===== config.mk =====
export PLATFORM = sky130hd
export DESIGN_NAME = sum_loop_ctrl
export DESIGN_NICKNAME = d
export VERILOG_FILES = /design/src/rtl/sum_loop_ctrl.sv
export SDC_FILE = /design/constraint.sdc
export NUM_CORES = 1
export LEC_CHECK = 0
export ABC_AREA = 1
export BUFFER_PORTS_ARGS = -buffer_cell sky130_fd_sc_hd__buf_2
export CAP_MARGIN = 20
export CORE_ASPECT_RATIO = 1.1
export CORE_MARGIN = 1.5
export CORE_UTILIZATION = 53
export CTS_CLUSTER_SIZE = 10
export DETAILED_ROUTE_END_ITERATION = 7
export PLACE_DENSITY = 0.83
export SYNTH_ARGS = -nofsm -noshare
export SYNTH_HDL_FRONTEND = slang
export SYNTH_SLANG_ARGS = --single-unit

===== constraint.sdc =====
create_clock -name clk -period 3.7 [get_ports clk]
set_input_delay 0.185 -clock clk [delete_from_list [all_inputs] [get_ports clk]]
set_output_delay 0.185 -clock clk [all_outputs]
set_load 0.02 [all_outputs]

===== src/rtl/sum_loop_ctrl.sv =====
// Sequencer that drives a regfile/adder datapath to compute sum(1..N) with start/busy/done/err handshake.
// Optional iteration counter output enabled by defining SUM_LOOP_CTRL_ITER_CNT_EN.
`timescale 1ns/1ps

module sum_loop_ctrl #(
    parameter int unsigned DW = 8
) (
    input  logic          clk,
    input  logic          rst,
    input  logic          start,
    input  logic [DW-1:0] limit_in,
    input  logic          abort,
    input  logic          le,
    output logic          MuxSel,
    output logic [DW-1:0] imm,
    output logic [3:0]    raddr1,
    output logic [3:0]    raddr2,
    output logic [3:0]    waddr,
    output logic          wEn,
    output logic          outBuf,
    output logic          busy,
    output logic          done,
    output logic          err
`ifdef SUM_LOOP_CTRL_ITER_CNT_EN
    ,
    output logic [DW-1:0] iter_cnt
`endif
);

    typedef enum logic [3:0] {
        S_IDLE,
        S_LD_N,
        S_LD_ONE,
        S_INIT_I,
        S_CLR_SUM,
        S_CMP,
        S_ACC,
        S_INC,
        S_DONE
    } state_t;

    state_t        r_state;
    state_t        w_next;
    logic [DW-1:0] r_limit;
    logic [DW-1:0] r_imm;
    logic [3:0]    r_ra1;
    logic [3:0]    r_ra2;
    logic [3:0]    r_wa;
    logic          r_mux;
    logic          r_wen;
    logic          r_outbuf;
    logic          r_busy;
    logic          r_done;
    logic          r_err;
    logic          w_accept;
    logic          w_reject;
    logic          w_abort;

    // N = all-ones is rejected: i could never exceed it.
    assign w_accept = (r_state == S_IDLE) && start && (limit_in != '1);
    assign w_reject = (r_state == S_IDLE) && start && (limit_in == '1);
    assign w_abort  = abort && (r_state != S_IDLE);

    always_comb begin
        w_next = r_state;
        if (w_abort) begin
            w_next = S_IDLE;
        end else begin
            case (r_state)
                S_IDLE:    if (w_accept) w_next = S_LD_N;
                S_LD_N:    w_next = S_LD_ONE;
                S_LD_ONE:  w_next = S_INIT_I;
                S_INIT_I:  w_next = S_CLR_SUM;
                S_CLR_SUM: w_next = S_CMP;
                S_CMP:     w_next = le ? S_ACC : S_DONE;
                S_ACC:     w_next = S_INC;
                S_INC:     w_next = S_CMP;
                S_DONE:    w_next = S_IDLE;
                default:   w_next = S_IDLE;
            endcase
        end
    end

    // Outputs are registered from the next state so they line up with the state they describe.
    always_ff @(posedge clk or posedge rst) begin
        if (rst) begin
            r_state  <= S_IDLE;
            r_limit  <= '0;
            r_imm    <= '0;
            r_ra1    <= '0;
            r_ra2    <= '0;
            r_wa     <= '0;
            r_mux    <= 1'b0;
            r_wen    <= 1'b0;
            r_outbuf <= 1'b0;
            r_busy   <= 1'b0;
            r_done   <= 1'b0;
            r_err    <= 1'b0;
        end else begin
            r_state  <= w_next;
            if (w_accept) r_limit <= limit_in;
            r_imm    <= '0;
            r_ra1    <= '0;
            r_ra2    <= '0;
            r_wa     <= '0;
            r_mux    <= 1'b0;
            r_wen    <= 1'b0;
            r_outbuf <= 1'b0;
            r_done   <= 1'b0;
            r_busy   <= (w_next != S_IDLE);
            r_err    <= w_reject;
            case (w_next)
                S_LD_N:    begin r_mux <= 1'b1; r_wa <= 4'd3; r_wen <= 1'b1; end
                S_LD_ONE:  begin r_mux <= 1'b1; r_imm <= DW'(1); r_wa <= 4'd4; r_wen <= 1'b1; end
                S_INIT_I:  begin r_mux <= 1'b1; r_imm <= DW'(1); r_wa <= 4'd1; r_wen <= 1'b1; end
                S_CLR_SUM: begin r_mux <= 1'b1; r_wa <= 4'd2; r_wen <= 1'b1; end
                S_CMP:     begin r_ra1 <= 4'd1; r_ra2 <= 4'd3; end
                S_ACC:     begin r_ra1 <= 4'd2; r_ra2 <= 4'd1; r_wa <= 4'd2; r_wen <= 1'b1; end
                S_INC:     begin r_ra1 <= 4'd1; r_ra2 <= 4'd4; r_wa <= 4'd1; r_wen <= 1'b1; end
                S_DONE:    begin r_ra1 <= 4'd2; r_outbuf <= 1'b1; r_done <= 1'b1; end
                default:   ;
            endcase
        end
    end

    // Abort must suppress side effects in the very cycle it is seen, hence the combinational gating.
    assign wEn    = r_wen & ~w_abort;
    assign outBuf = r_outbuf & ~w_abort;
    assign done   = r_done & ~w_abort;
    assign imm    = (r_state == S_LD_N) ? r_limit : r_imm;
    assign MuxSel = r_mux;
    assign raddr1 = r_ra1;
    assign raddr2 = r_ra2;
    assign waddr  = r_wa;
    assign busy   = r_busy;
    assign err    = r_err;

`ifdef SUM_LOOP_CTRL_ITER_CNT_EN
    logic [DW-1:0] r_iter;

    always_ff @(posedge clk or posedge rst) begin
        if (rst) begin
            r_iter <= '0;
        end else if (w_accept) begin
            r_iter <= '0;
        end else if (r_state == S_ACC && !w_abort) begin
            r_iter <= r_iter + DW'(1);
        end
    end

    assign iter_cnt = r_iter;
`endif

endmodule


==> impl_metrics.toml, run 1 <==
[placed_design]
pre_cts_ws_ns = 2.23
gp_congestion = 0.845
port_buffers = 34
dp_hpwl_um = 1750

[timing]
finalSetupViolCount = 0
clock_skew_ns = 0.00432
final_max_slew_viol_count = 0
relSlewSlack = 0.389
hold_violations = 0
setup_tns_ns = 0
period_minus_slack_ns = 1.82
rsz0062_at_grt = "no"
hold-worst-slack_ns = 0.0503
layout_setup_ws_ns = 1.88
tightestPinTransition_ns = 0.915
final.period_utilization = 0.493
fmax_mhz = 548

[setup_path]
critPathTopFamily = "flip-flops"
crit_fanout = 8
slowest_stage = "dfrtp_1"
cp-end-kind = "output port"
slowest_delay_ns = 0.46
path_cells = "inv_1 > nand2_1 > nor2_2 > inv_1 > nor2_1 > buf_2"
worstPathArrival_ns = 1.64
crit_required_ns = 3.51
critPathBufInv = 3
cp-start-kind = "flip-flop"
cp_common_cell = "inv_1"
worstSetupPathType = "flip-flop to output port"

[detailed_routing]
vias_per_cell = 4.61
routed_wl_um = 2200
drt_iter0_drc = 12
drtAntennaViolNets = 0
remaining_drc_errors = 0
vias = 940
drt-pass1-iter-count = 4
wl_per_cell_um = 10.8

[clocking]
clock_path_buffers = 2
cts_resized = 0
cts_sinks = 26
cts_root_buf = "clkbuf_4"
cts_hold_buf = 0
tritoncts = "done"
postCtsSetupBuffers = 0
cts_buffers = 3
clkSlewWorstSetupHoldPaths_ns = 0.13
clk_latency_ns = 0.31
ctsHtreeMaxLevel = 1

[die]
die_width_um = 49.0
rows = 18
start_util = 0.553
core-area_um2 = 2230
die_h_um = 53.6
ios = 39
dieArea_um2 = 2620

[synthesis]
synth_area_um2 = 1230
ys_ff_latch = 26
ys_warn_count = 0
yosys.cell_types.count = 21
netlist_instances = 139
synth-seq-area-share = 0.528
syn_avg_cell_area_um2 = 8.87

[power]
intPower_mw = 0.649
pwr-share-clk = 0.113
p_sw_frac = 0.462
seq_power_share = 0.354
comb_power_share = 0.533
leakagePower_nw = 0.851
p_sw_mw = 0.557
peakVddDrop_uv = 501
power_density_nw_per_um2 = 838

[grt]
grt_pass1_vias = 883
grt_overflow = 0
antenna_found_initial = 0
grt_max_degree = 27
track_usage = 0.185
grt_pass1_wl_um = 3660

[layout]
multi_input_area_um2 = 454
seq_area_um2 = 651
area_growth_pct = 16.8
filler_cell_count = 180
antenna_cells = 0
drive_gt1_frac = 0.345
nets = 188

[flow_run]
maxCapViolations = 0

[status]
outcome = "finished clean"

[min_path]
hold_class = "input pin to asynchronous set/reset pin"
==> layout by cell type (no fill, tap or decap), types with 3 or more instances in the layout <==
cell	Yosys	layout
nand2_1	22	22
nor2_1	23	23
inv_1	21	21
a21oi_1	7	7
nand3_1	6	6
nand3_2	3	3
nor2_2	5	5
nor3_1	3	3
clkbuf_4	0	3
dfrtp_1	26	26
nand2_4	4	4
inv_2	3	3
buf_2	0	34
conb_1	1	4
==> state kept, by name, summed over array words and instances, names as in the netlist <==
name and count:
err 1, r_imm 1, busy 1, raddr1 2, r_state 4, r_done 1, MuxSel 1, r_wen 1
waddr 3, raddr2 3, r_limit 8
==> cell type report <==
type                       instances  share of cell area
clock buffer                       4              0.0252
tap                               30              0.0261
inverter                          24              0.0626
multi-input combinational         86               0.316
timing repair buffer              34               0.118
sequential                        26               0.452
==> power by group through the flow <==
stage | sequential (mW) | clock [mW] | combinational, mW
after floorplan | 0.478 | 0 | 0.449
after global placement | 0.430 | 0 | 0.626
after detailed placement | 0.434 | 0 | 0.645
after CTS | 0.428 | 0.140 | 0.648
after global routing | 0.440 | 0.153 | 0.716
final | 0.427 | 0.137 | 0.643
==> metal layers <==
layer	up-vias	wire length, µm	global-route usage	share of wire
li1	479	-	-	-
met1	438	913	0.214	0.41
met2	19	1190	0.358	0.54
met3	4	70	0.0278	0.032
met4	0	28	0.0571	0.013
met5	-	0	0	0
==> worst paths after layout <==
check	slack, ns	startpoint	endpoint	cells after the start
worst max-delay path	1.88	r_state[1]	imm[6]	6
worst min-delay path	0.05	rst	busy	2
min in group clk	0.07	le	r_done	2
worst min register to register	0.52	r_limit[2]	r_limit[2]	2
max in group asynchronous	3.09	rst	r_limit[4]	2
worst max register to register	2.24	r_state[1]	waddr[1]	8
==> logic make-up after synthesis <==
family | count (synthesis) | share of synthesized area
other | 1 | 0.00304
DFF | 26 | 0.528
buffers and inverters | 30 | 0.113
muxes | 1 | 0.00914
and+or+nand+nor | 71 | 0.295
AOI/OAI and AO/OA | 10 | 0.0518
==> synthesized netlist by cell type <==
| library cell | instances | area share |
|---|---|---|
| nor2_1 | 23 | 0.070 |
| nor2_2 | 5 | 0.025 |
| inv_2 | 3 | 0.0091 |
| nand3_1 | 6 | 0.024 |
| buf_6 | 1 | 0.0091 |
| o21ai_0 | 1 | 0.0041 |
| nand2_4 | 4 | 0.037 |
| a21oi_1 | 7 | 0.028 |
| nand3_2 | 3 | 0.024 |
| a21boi_1 | 1 | 0.0061 |
| nand2_2 | 2 | 0.010 |
| nor2_4 | 1 | 0.0091 |
| nor3_2 | 2 | 0.016 |
| conb_1 | 1 | 0.0030 |
| a21oi_4 | 1 | 0.013 |
| nand2_1 | 22 | 0.067 |
| mux2_2 | 1 | 0.0091 |
| nor3_1 | 3 | 0.012 |
| buf_4 | 5 | 0.030 |
| inv_1 | 21 | 0.064 |
| dfrtp_1 | 26 | 0.53 |
==> through the flow <==
step,cell area (µm²),std cells,total power [mW],utilization
after CTS,1440,204,1.22,0.645
after floorplan,1240,142,0.927,-
after global routing,1440,204,1.31,0.645
after detailed placement,1400,200,1.08,0.629
final,1440,204,1.21,0.645
after global placement,1400,200,1.06,0.629
Note: power is estimated with default switching activity, not from simulation.
==> run 2, diff against run 1 <==
Settings changed: CORE_UTILIZATION 53 to 49, PLACE_DENSITY 0.83 to 0.77.
Clock period 3.7 ns to 1.8 ns, I/O delays scaled along.
==> run 2 against run 1 <==
  * Sequential share of layout area down 1.0 points
  * Final cell count up 1.5%
  * Critical path depth unchanged
  * Critical path type unchanged
  * Hold slack worse by 0.041 ns
  * Largest cell class unchanged
==> impl_metrics.toml, run 2 (same netlist as run 1, synthesis figures left out) <==
[status]
outcome = "finished clean"

[layout]
stdcell_count = 207
largest_reg_flops = 8
final_cell_mix = "34 x buf_2, 26 x dfrtp_1, 23 x nor2_1"
antenna_cells = 0
finalInstanceArea_um2 = 1470
nets = 191
top_register = "r_limit"
largestRegisters = "r_limit x8, r_state x4"
layout_commonest_cell = "buf_2"
area_growth_pct = 19.4
drive_gt1_frac = 0.350

[setup_path]
crit_fanout = 8
worstPathArrival_ns = 1.55
crit_required_ns = 1.71
worstSetupPathType = "flip-flop to output port"
cp-end-kind = "output port"
cp-start-kind = "flip-flop"

[detailed_routing]
drt-pass1-iter-count = 4
vias_per_cell = 4.74
vias = 981
drt_iter0_drc = 16
wl_per_cell_um = 11.2
routed_wl_um = 2330
remaining_drc_errors = 0
drtAntennaViolNets = 0

[min_path]
hold_class = "input pin to flip-flop"

[clocking]
cts_buffers = 3
clk_latency_ns = 0.32
cts_sinks = 26
cts_root_buf = "clkbuf_4"
postCtsSetupBuffers = 0
clkSlewWorstSetupHoldPaths_ns = 0.14
ctsHtreeMaxLevel = 1
tritoncts = "done"
clock_path_buffers = 2

[placed_design]
gp_congestion = 0.802
port_buffers = 34
place_area_um2 = 1410
dp_hpwl_um = 1790
dp.cells = 201

[die]
start_util = 0.531
core-area_um2 = 2320
rows = 18
dieArea_um2 = 2830
die_h_um = 55.6
ios = 39
die_width_um = 50.8

[grt]
grt_overflow = 0
track_usage = 0.185
antenna_found_initial = 0
grt_pass1_wl_um = 3950
grt_pass1_vias = 940
grt_max_degree = 27

[timing]
clock_skew_ns = 0.00597
fmax_mhz = 609
final_max_slew_viol_count = 0
finalSetupViolCount = 0
hold_violations = 0
period_minus_slack_ns = 1.64
final.period_utilization = 0.912
setup_tns_ns = 0
rsz0062_at_grt = "no"

[power]
peakVddDrop_uv = 872
leakagePower_nw = 0.864
power_density_nw_per_um2 = 1720

[flow_run]
maxCapViolations = 0
==> run 2: cell types whose count changed in the layout (fill, tap and decap cells not counted), sizes merged <==
cell / delta
buf: +1
dlygate4sd3: +2
==> run 2: critical path, cell delays in order, from the launching register on <==
cell	delay (ns)
dfrtp_1	0.45
inv_1	0.08
nand2_1	0.11
nor2_4	0.19
inv_2	0.11
nor2_1	0.12
buf_2	0.18
==> run 2: per-layer routing <==
layer  track usage  share of wire  up-vias
met5             0              0        -
met4        0.0927          0.018        0
met3        0.0296          0.066        5
met2         0.320           0.49       38
met1         0.219           0.42      449
li1              -              -      489
==> run 2: area by class of cell <==
cell class                 count  area, µm²
inverter                      24       90.1
fill                         200        848
clock buffer                   4       36.3
timing repair buffer          37        198
multi-input combinational     86        459
tap                           30       37.5
sequential                    26        651
==> run 2: path summary, 6_finish.rpt <==
kind / start / to / slack, ns / depth (start not counted)
max: r_state[1] / imm[6] / 0.16 / 6
min: limit_in[0] / r_limit[0] / 0.009 / 2
max reg2reg: r_state[1] / r_wen / 0.33 / 8
min reg2reg: r_limit[4] / r_limit[4] / 0.52 / 2
max in group asynchronous: rst / waddr[2] / 1.22 / 4
min in group asynchronous: rst / r_limit[6] / 0.33 / 4
==> run 2: repair_timing <==
item | in CTS | in global routing
hold buffers | 2 | 0
endpoints found under the setup margin | 0 | 8
endpoints found under the hold margin | 28 | 0
resized for setup | 0 | 2
==> run 2: stage by stage <==
step           hold WS, ns   util  total power [mW]  setup WS (ns)
3_5_place_dp         0.156  0.608              2.22          0.365
5_1_grt             0.0127  0.634              2.72         0.0502
3_3_place_gp         0.150  0.608              2.17          0.417
6_report           0.00893  0.634              2.52          0.158
4_1_cts            0.00502  0.632              2.52         0.0154
2_1_floorplan        0.130      -              1.91          0.380
==> run 2: power by group <==
part	switching [mW]	internal, mW
clock network	0.170	0.124
logic	0.933	0.418
registers	0.0772	0.802
total	1.18	1.34
==> run 3, diff against run 2 <==
Settings changed: BUFFER_PORTS_ARGS -buffer_cell sky130_fd_sc_hd__buf_2 to default, CORE_UTILIZATION 49 to 59, DONT_BUFFER_PORTS from default to 1, PLACE_DENSITY 0.77 to 0.75.
==> run 3 against run 2 <==
  * Die area fell by 16%
  * Final cell count fell by 12%
  * Fmax fell by 4.9%
  * Sequential cell count did not move
  * Critical endpoint is now imm[2]
  * Sequential share of layout area rose by 2.1 points
  * Highest routed layer unchanged
  * Sequential power rose by 13%
  * Combinational power fell by 21%
  * Total power fell by 7.2%
==> impl_metrics.toml, run 3 (same netlist as run 1, synthesis figures left out) <==
[layout]
layout_commonest_cell = "dfrtp_1"
drive_gt1_frac = 0.188
nets = 168
final_cell_mix = "26 x dfrtp_1, 22 x nor2_1, 22 x nand2_1"
largestRegisters = "r_limit x8, r_state x4"
antenna_cells = 0
area_growth_pct = 13.9
top_register = "r_limit"
largest_reg_flops = 8

[timing]
final.period_utilization = 0.959
clock_skew_ns = 0.00683
fmax_mhz = 579
hold_violations = 0
finalSetupViolCount = 0
layout_setup_ws_ns = 0.0735
period_minus_slack_ns = 1.73
final_max_slew_viol_count = 0
rsz0062_at_grt = "yes"
hold-worst-slack_ns = 0.0653

[grt]
antenna_found_initial = 0
grt_pass1_wl_um = 3310
track_usage = 0.198
grt_max_degree = 27
grt_pass1_vias = 786
grt_overflow = 0

[die]
core-area_um2 = 1980
die_h_um = 50.9
ios = 39
die_width_um = 46.6
dieArea_um2 = 2370
rows = 17
start_util = 0.623

[detailed_routing]
wl_per_cell_um = 11.6
remaining_drc_errors = 0
vias = 878
drt_iter0_drc = 4
drtAntennaViolNets = 0
vias_per_cell = 4.82
drt-pass1-iter-count = 4
routed_wl_um = 2120

[min_path]
hold_class = "input pin to flip-flop"

[setup_path]
crit_fanout = 8
worstSetupPathType = "flip-flop to output port"
cp-end-kind = "output port"
cp-start-kind = "flip-flop"
crit_required_ns = 1.71
worstPathArrival_ns = 1.64

[power]
peakVddDrop_uv = 1080
power_mw = 2.34
leakagePower_nw = 0.751
power_density_nw_per_um2 = 1670

[clocking]
tritoncts = "done"
clock_path_buffers = 2
postCtsSetupBuffers = 0
cts_sinks = 26
cts_buffers = 3
ctsHtreeMaxLevel = 1
clk_latency_ns = 0.31
clkSlewWorstSetupHoldPaths_ns = 0.12
cts_root_buf = "clkbuf_4"

[placed_design]
port_buffers = 0
pre_cts_ws_ns = 0.361
dp_hpwl_um = 1510
gp_congestion = 0.742

[flow_run]
maxCapViolations = 0

[status]
outcome = "finished clean"
==> run 3: cell count changes in the layout (fill, tap and decap cells not counted), sizes merged <==
| cell | before | now |
|---|---|---|
| buf | 35 | 2 |
| dlygate4sd3 | 2 | 12 |
==> run 3: layer usage <==
metal  track usage  wire [µm]  share of wire  vias up
met5             0          0              0        -
met3        0.0459        100          0.047        4
met2         0.322       1110           0.52       20
li1              -          -              -      439
met4        0.0714         23          0.011        0
met1         0.250        885           0.42      415
==> run 3: layout make-up <==
cell class	instances	area, µm²
timing repair buffer	14	135
multi-input combinational	86	457
inverter	24	90.1
sequential	26	651
clock buffer	4	36.3
fill	159	574
tap	28	35.0
==> run 3: worst max-delay path, stage by stage (launching register included) <==
cell and delay (ns):
dfrtp_1 0.45, inv_1 0.08, nand2_1 0.09, nor2_2 0.20
inv_1 0.17, nor2_1 0.35
==> run 3: timing repair <==
item                                    4_1_cts  5_1_grt
endpoints found under the hold margin        42        0
gates resized for setup                       0        1
endpoints found under the setup margin        0        7
hold buffers                                 12        0
==> run 3: metrics by stage <==
step                      TNS [ns]  area (µm²)   util  cells
after CTS                        0        1400  0.708    182
final                            0        1400  0.710    182
after floorplan                  0        1240      -    142
after detailed placement         0        1240  0.629    166
after global routing        -0.437        1400  0.710    182
after global placement           0        1240  0.629    166
==> run 3: final timing paths <==
check                                   to  slack, ns   startpoint  cells past startpoint
worst max-delay path                imm[2]       0.07   r_state[1]                      5
worst min-delay path                   err       0.07  limit_in[0]                      4
worst max register to register    waddr[1]       0.37   r_state[1]                      8
worst min register to register  r_limit[0]       0.52   r_limit[0]                      1
max in group asynchronous       r_state[0]       1.30          rst                      3
min in group asynchronous         waddr[1]       0.26          rst                      3
==> run 3: power breakdown <==
part	internal [mW]	leakage [nW]	total, mW	switching (mW)
Sequential	0.803	0.324	0.992	0.189
Clock	0.124	0.0210	0.280	0.157
Combinational	0.314	0.407	1.07	0.757
Total	1.24	0.751	2.34	1.10
